==> src/rtl/pc_sequencer.sv <==
`default_nettype none
// ============================================================================
//  Module      : pc_sequencer
//  Description : Program-counter owner and instruction-fetch sequencer.
//                Picks the next PC (sequential, redirect, trap vector),
//                runs the req/ack instruction-memory port and presents
//                fetched words to decode over valid/ready.
//  Revision    : 1.0 - initial release
// ============================================================================
module pc_sequencer #(
    parameter logic [31:0] RESET_PC = 32'h0000_0000,
    parameter logic [31:0] TRAP_VEC = 32'h0000_0100
) (
    input  logic        clk,
    input  logic        rst,
    input  logic        redirect_i,
    input  logic [31:0] redirect_pc_i,
    input  logic        trap_i,
    input  logic        halt_i,
    output logic        imem_req_o,
    output logic [31:0] imem_addr_o,
    input  logic        imem_ack_i,
    input  logic [31:0] imem_rdata_i,
    output logic        if_valid_o,
    output logic [31:0] if_pc_o,
    output logic [31:0] if_instr_o,
    input  logic        if_ready_i,
    output logic        misalign_o,
    output logic        halted_o
);

    localparam logic [1:0] S_BOOT  = 2'd0;
    localparam logic [1:0] S_FETCH = 2'd1;
    localparam logic [1:0] S_HOLD  = 2'd2;
    localparam logic [1:0] S_HALT  = 2'd3;

    localparam logic [31:0] c_PC_STEP = 32'd4;

    logic [1:0]  r_state;
    logic [31:0] r_pc;
    logic        r_pend_vld;
    logic [31:0] r_pend_pc;
    logic        r_halt_pend;
    logic        r_valid;
    logic [31:0] r_if_pc;
    logic [31:0] r_if_instr;
    logic        r_misalign;

    logic        w_event;
    logic        w_redir_mis;
    logic [31:0] w_target;
    logic [31:0] w_pc_inc;

    // Redirect target resolution: trap beats redirect; a misaligned redirect
    // is turned into a trap so the core never fetches from a bad address.
    always_comb begin
        w_event     = trap_i | redirect_i;
        w_redir_mis = redirect_i & ~trap_i & (redirect_pc_i[1:0] != 2'b00);
        w_target    = redirect_pc_i;
        if (trap_i || w_redir_mis) begin
            w_target = TRAP_VEC;
        end
        w_pc_inc = r_pc + c_PC_STEP;
    end

    // Fetch sequencer: PC, pending redirect, presented instruction and status.
    always_ff @(posedge clk) begin
        if (rst) begin
            r_state     <= S_BOOT;
            r_pc        <= RESET_PC;
            r_pend_vld  <= 1'b0;
            r_pend_pc   <= 32'h0;
            r_halt_pend <= 1'b0;
            r_valid     <= 1'b0;
            r_if_pc     <= 32'h0;
            r_if_instr  <= 32'h0;
            r_misalign  <= 1'b0;
        end else begin
            r_misalign <= (r_state != S_HALT) && w_redir_mis;
            case (r_state)
                S_BOOT: begin
                    if (halt_i) begin
                        r_state <= S_HALT;
                    end else begin
                        r_state <= S_FETCH;
                        if (w_event) begin
                            r_pc <= w_target;
                        end
                    end
                end
                S_FETCH: begin
                    if (imem_ack_i) begin
                        // Address may only move once the memory has answered.
                        r_pend_vld <= 1'b0;
                        if (halt_i || r_halt_pend) begin
                            r_halt_pend <= 1'b0;
                            r_state     <= S_HALT;
                        end else if (w_event) begin
                            r_pc <= w_target;
                        end else if (r_pend_vld) begin
                            r_pc <= r_pend_pc;
                        end else begin
                            r_if_instr <= imem_rdata_i;
                            r_if_pc    <= r_pc;
                            r_valid    <= 1'b1;
                            r_pc       <= w_pc_inc;
                            r_state    <= S_HOLD;
                        end
                    end else begin
                        if (halt_i) begin
                            r_halt_pend <= 1'b1;
                        end
                        // Later events overwrite earlier ones while waiting.
                        if (w_event) begin
                            r_pend_vld <= 1'b1;
                            r_pend_pc  <= w_target;
                        end
                    end
                end
                S_HOLD: begin
                    if (halt_i) begin
                        r_valid <= 1'b0;
                        r_state <= S_HALT;
                    end else if (w_event) begin
                        r_valid <= 1'b0;
                        r_pc    <= w_target;
                        r_state <= S_FETCH;
                    end else if (if_ready_i) begin
                        r_valid <= 1'b0;
                        r_state <= S_FETCH;
                    end
                end
                S_HALT: begin
                    r_valid <= 1'b0;
                end
                default: begin
                    r_state <= S_BOOT;
                end
            endcase
        end
    end

    assign imem_req_o  = (r_state == S_FETCH);
    assign imem_addr_o = r_pc;
    assign if_valid_o  = r_valid;
    assign if_pc_o     = r_if_pc;
    assign if_instr_o  = r_if_instr;
    assign misalign_o  = r_misalign;
    assign halted_o    = (r_state == S_HALT);

endmodule
`default_nettype wire

==> config.mk <==
export PLATFORM = sky130hd
export DESIGN_NAME = pc_sequencer
export DESIGN_NICKNAME = d
export VERILOG_FILES = /design/src/rtl/pc_sequencer.sv
export SDC_FILE = /design/constraint.sdc
export NUM_CORES = 1
export LEC_CHECK = 0
export CAP_MARGIN = 20
export CORE_MARGIN = 4
export CORE_UTILIZATION = 49
export DETAILED_ROUTE_END_ITERATION = 6
export PLACE_DENSITY = 0.82
export SLEW_MARGIN = 10
export SYNTH_ARGS = -nofsm -noshare
export SYNTH_HDL_FRONTEND = slang
export SYNTH_SLANG_ARGS = --single-unit
==> constraint.sdc <==
create_clock -name clk -period 6.17 [get_ports clk]
set_input_delay 1.5425 -clock clk [delete_from_list [all_inputs] [get_ports clk]]
set_output_delay 1.5425 -clock clk [all_outputs]
set_load 0.02 [all_outputs]
# ---- Yosys cells after proc, flatten, opt, wreduce, memory -nomap -nowiden
# Cells that the tools add are included.
dict set report op_classes {
  n_bitwise 8
  n_eq_ne 14
  add_sub_neg 1
  muxes 30
  n_reduce_logical 18
}
# operator count
set op_table {}
lappend op_table {{$mux 32} 7}
lappend op_table {{$pmux 32 s2} 1}
lappend op_table {{$add 32x3->32 const B} 1}
lappend op_table {{$mux 2} 8}
lappend op_table {{$reduce_and 5->1} 3}
lappend op_table {{$mux 1} 12}
lappend op_table {{$ne 2x2->1 const B} 5}
lappend op_table {{$reduce_bool 2->1} 4}
lappend op_table {{$ne 2x1->1 const B} 3}
lappend op_table {{$ne 3x2->1 const B} 2}
lappend op_table {{$pmux 2 s3} 1}
lappend op_table {{$reduce_and 3->1} 2}
lappend op_table {{$reduce_and 6->1} 1}
lappend op_table {{$reduce_bool 3->1} 2}
lappend op_table {{$not 1->1} 5}
lappend op_table {{$eq 2x2->1 const B} 2}
lappend op_table {{$ne 4x4->1 const B} 1}
lappend op_table {{$pmux 1 s3} 1}
lappend op_table {{$and 1x1->1} 2}
lappend op_table {{$eq 2x1->1 const B} 1}
lappend op_table {{$logic_not 2->1} 1}
lappend op_table {{$logic_or 1x1->1} 2}
lappend op_table {{$reduce_and 2->1} 1}
lappend op_table {{$reduce_or 2->1} 1}
lappend op_table {{other kinds (2)} 2}
dict set report word_totals {
  elab_cells 80
  ff_bits 134
  inputBits 71
}

# ---- Logic depth before layout (Yosys ltp)
dict set report logic_depth {
  word_depth 9
  mapped_depth 8
}

# ---- Worst setup path before layout
# No wires, ideal clock.
dict set report synth_path {
  path_kind {input to register}
  start {in trap_i}
  end {reg r_if_instr[0], in the netlist if_instr_o[0]}
  setup_time_ns 0.132
  required_ns 6.038
  path_slack_ns 2.834
  stages 8
  arrival_time_ns 3.204
  path_cell_list {buf_2 or4b_4 clkbuf_1 or3_1 buf_2 buf_2 nand2_1 a21oi_1}
}
dict set report synth_via {
  elab_chain_cells 3
}
# element line_no
set synth_rtl {}
lappend synth_rtl {{start: declaration} 18} ;# input logic trap_i,
lappend synth_rtl {{$or 1x1->1} 57} ;# w_event = trap_i | redirect_i;
lappend synth_rtl {{$not 1->1 (no source line)} --}
lappend synth_rtl {{$reduce_and 5->1 (no source line)} --}
lappend synth_rtl {{end signal: assignment} 103} ;# r_if_instr <= imem_rdata_i;
lappend synth_rtl {{end: declaration} 46} ;# logic [31:0] r_if_instr;
# Every way passes these cells.
# A chain may end at the register's enable or synchronous reset.

# ---- Final worst setup path
dict set report layout_path {
  start {in redirect_i}
  end {reg r_if_pc[25], in the netlist if_pc_o[25]}
}
dict set report layout_via {
  elab_chain_cells 3
}
# element line_no
set layout_rtl {}
lappend layout_rtl {{start: declaration} 16} ;# input logic redirect_i,
lappend layout_rtl {{$or 1x1->1} 57}
lappend layout_rtl {{$not 1->1 (no source line)} --}
lappend layout_rtl {{$reduce_and 5->1 (no source line)} --}
lappend layout_rtl {{end signal: assignment} 104} ;# r_if_pc <= r_pc;
lappend layout_rtl {{end: declaration} 45} ;# logic [31:0] r_if_pc;
# Every way passes these cells.

==> flow_summary.toml <==
[worst_hold_path]
min_path_type = "reg -> reg"

[route]
finalWirelength_um = 18470
postRouteAntennaNets = 0
wl_met3_um = 1676
wl_met2_um = 9029
drt-vias-per-instance = 5.957
route.layer.met1.wl_um = 7410
detail_route.wl_per_cell_um = 17.72
detailroute.via_count = 6207
dr.first_iter.drc_count = 783
detailedRoute.firstPassIterationCount = 5
drc_errors = 0
highest_layer = "met4"

[floorplanning]
coreArea_um2 = 11520
std_cell_rows = 39
start_util_pct = 50.68
pin_count = 171
die-height_um = 117.1
die_area_um2 = 13720
die_width_um = 117.1

[clock_network]
clock_path_buffers = 2
cts_resized = 0
cts.htree.levels = 4
ctsRootBufferMaster = "sky130_fd_sc_hd__clkbuf_16"
cts_tree = "built"
cts_made_buffers = 17
post_cts.repair.setup_buffers = 0
clk-insertion-delay-late_ns = 0.42
path_clk_slew_ns = 0.06
clock_sink_count = 134
cts-hold-fix-buffers = 0

[synth]
synthesis.nets = 820
post-synth-top-area-fraction_pct = 45.96
synth.cell_area_um2 = 5837
ys_async_sr_fraction_pct = 0
netlist-cell-type-count = 56
yosys_most_used_dff = "sky130_fd_sc_hd__dfxtp_1"
synth.yosys.warnings = 0
synth.ff_latch_count = 134
cell_type_with_the_highest_aggregate_area_in_the_netlist = "sky130_fd_sc_hd__dfxtp_1"
syn_inst = 748
post_synth.cell_area_avg_um2 = 7.803
netlist_top_cells_area = "sky130_fd_sc_hd__dfxtp_1, sky130_fd_sc_hd__nand2_1, sky130_fd_sc_hd__a21oi_1"
yosysSeqAreaShare_pct = 45.96
post_synth_edffs = 0

[global_routing]
grt_pass1_wl_um = 28920
gr-usage-all-layers_pct = 26.51
grt_antenna_before_repair = 0
maximum_number_of_pins_on_one_net_before_global_route_repair = 79
first_global_vias = 5757
global_route.overflow_total = 0

[placed_design]
place_ws_ns = 1.868
placement.io_buffers = 170
hpwl_after_detailed_placement_um = 12610
cell_area_placed_um2 = 7515
gp_congestion = 0.8879
count_of_placed_standard_cells_including_taps = 1008

[sta]
worstMarginPinSlew_ns = 1.057
finalClockSkew_ns = 0.007840
fmax_ghz = 0.2555
post-route-period-util_pct = 63.43
timing_hold_violations_final = 0
setup_slack_ns = 2.257
setup_repair_after_global_routing_missed_its_margin = "no"
slew-limit-headroom_pct = 29.02
fin_crit_ns = 3.913
fin_worst_hold_slack_ns = 0.4534
final-setup-viol-count = 0
drv_slew = 0
fin_tns_setup_ns = 0

[worst_setup_path]
critical-path-top-delay-family = "simple AND/OR/NAND/NOR gates"
critical_path.startpoint_type = "primary input"
critical_path.max_fanout = 51
crit_chain = "clkdlybuf4s50_1 > or4b_4 > nor3_4 > buf_4 > nand2_1 > a21oi_1"
critical_path.slowest_cell = "sky130_fd_sc_hd__or4b_4"
critical_path.max_stage_delay_ns = 0.74
worst_ep_required_time_ns = 6.50
worst_setup_path_class = "in -> reg"
timing.critical_path.to_type = "flop"
worst-endpoint-arrival_ns = 4.25
timing.critical_path.buf_inv = 2

[run_status]
status = "complete, no violations"

[power_and_ir_drop]
power_density_nw_per_um2 = 283.7
cell_leakage_power_nw = 2.796
worst_ir_drop_vdd_v = 0.0002070
total_power_mw = 2.354

[layout]
nFillCells = 881
area.sequential_um2 = 2683
commonest_cells_after_routing_fill_and_taps_aside = "sky130_fd_sc_hd__nand2_1, sky130_fd_sc_hd__clkdlybuf4s50_1, sky130_fd_sc_hd__dfxtp_1"
layout_area_growth_over_synthesis_pct = 42.14
finalInstanceArea_um2 = 8297
layout.cells.most_common = "sky130_fd_sc_hd__nand2_1"
layout.nets = 958
antennaDiodeCount = 0
finalCoreUtilization_pct = 72.04
post_route_cells_drive_above_1_share_pct = 5.784
multi_input_logic_area_um2 = 2860
final_cell_count_no_fill = 1042

[flow_run]
max_cap_violations = 0
## flip-flops by register name, indices dropped and copies added, names as in the netlist
| signal | count |
|---|---|
| misalign_o | 1 |
| r_state | 2 |
| imem_addr_o | 32 |
| r_pend_vld | 1 |
| if_valid_o | 1 |
| r_halt_pend | 1 |
| if_instr_o | 32 |
| if_pc_o | 32 |
| r_pend_pc | 32 |
## per-layer routing
layer,vias to the layer above,global-route usage [%]
met1,2898,35.39
met3,31,5.193
met4,0,9.709
met5,-,0
li1,2930,-
met2,348,42.72
## worst min-delay path: cells and delay by family, from the launching register on
| kind | cells | cell delay (ns) |
|---|---|---|
| DFF | 1 | 0.31 |
| AOI/OAI and AO/OA | 1 | 0.05 |
| and+or+nand+nor | 1 | 0.05 |
## kinds of logic (layout without fill, tap and decap cells)
family / after synthesis / count (layout) / synth area share [%]
fa+ha+maj: 1 / 1 / 0.2143
mux: 2 / 2 / 0.3430
flops: 134 / 134 / 45.96
xor+xnor: 1 / 1 / 0.1501
compound gates: 228 / 228 / 24.12
buf+inv: 73 / 224 / 5.145
simple gates: 309 / 309 / 24.07
## area by class of cell
| class | count | area share (%) |
|---|---|---|
| clock buffer | 21 | 5.791 |
| clock inverter | 11 | 3.212 |
| inverter | 15 | 0.6786 |
| multi-input combinational | 541 | 34.47 |
| sequential | 134 | 32.33 |
| tap | 143 | 2.157 |
| timing repair buffer | 177 | 21.35 |
## cells in the mapped netlist, types with 2 or more instances
| library cell | instances |
|---|---|
| sky130_fd_sc_hd__nor3b_1 | 2 |
| sky130_fd_sc_hd__or3_1 | 3 |
| sky130_fd_sc_hd__buf_2 | 15 |
| sky130_fd_sc_hd__a32oi_1 | 2 |
| sky130_fd_sc_hd__o21ai_0 | 27 |
| sky130_fd_sc_hd__nand2b_1 | 2 |
| sky130_fd_sc_hd__clkbuf_1 | 41 |
| sky130_fd_sc_hd__a221oi_1 | 5 |
| sky130_fd_sc_hd__and4_1 | 2 |
| sky130_fd_sc_hd__a21oi_1 | 112 |
| sky130_fd_sc_hd__nor2_1 | 44 |
| sky130_fd_sc_hd__mux2i_1 | 2 |
| sky130_fd_sc_hd__a22o_1 | 6 |
| sky130_fd_sc_hd__nand3_1 | 25 |
| sky130_fd_sc_hd__o21a_1 | 2 |
| sky130_fd_sc_hd__nand4_1 | 14 |
| sky130_fd_sc_hd__a211o_1 | 2 |
| sky130_fd_sc_hd__a211oi_1 | 4 |
| sky130_fd_sc_hd__a221o_1 | 2 |
| sky130_fd_sc_hd__o22ai_1 | 7 |
| sky130_fd_sc_hd__dfxtp_1 | 134 |
| sky130_fd_sc_hd__o2bb2ai_1 | 3 |
| sky130_fd_sc_hd__nand4b_1 | 2 |
| sky130_fd_sc_hd__nand2_1 | 170 |
| sky130_fd_sc_hd__a31o_2 | 3 |
| sky130_fd_sc_hd__a22oi_1 | 28 |
| sky130_fd_sc_hd__nor3_1 | 14 |
| sky130_fd_sc_hd__and3_1 | 10 |
| sky130_fd_sc_hd__o32a_1 | 4 |
| sky130_fd_sc_hd__o31a_1 | 2 |
| sky130_fd_sc_hd__inv_1 | 15 |
| sky130_fd_sc_hd__a311oi_1 | 3 |
| sky130_fd_sc_hd__nor4_1 | 6 |
| sky130_fd_sc_hd__and2_1 | 5 |
| sky130_fd_sc_hd__a21o_1 | 4 |
| sky130_fd_sc_hd__nor2b_1 | 2 |
| sky130_fd_sc_hd__a31oi_1 | 4 |
| sky130_fd_sc_hd__o31ai_1 | 2 |
## power breakdown
group,leakage [nW],internal [mW],total (mW),switching (mW)
logic,1.35,0.0879,0.190,0.102
clock network,0.364,0.885,1.26,0.377
registers,1.08,0.880,0.902,0.0217
total,2.80,1.85,2.35,0.501
## worst paths after layout
kind | cells past startpoint | from | end | slack, ns
worst max-delay path | 6 | redirect_i | if_pc_o[25] | 2.26
worst min-delay path | 2 | r_pend_pc[15] | r_pend_pc[15] | 0.45
worst max register to register | 5 | r_pend_vld | if_pc_o[25] | 3.27
worst min register to register | 2 | r_pend_pc[15] | r_pend_pc[15] | 0.45
Note: power is estimated with default switching activity, not from simulation.
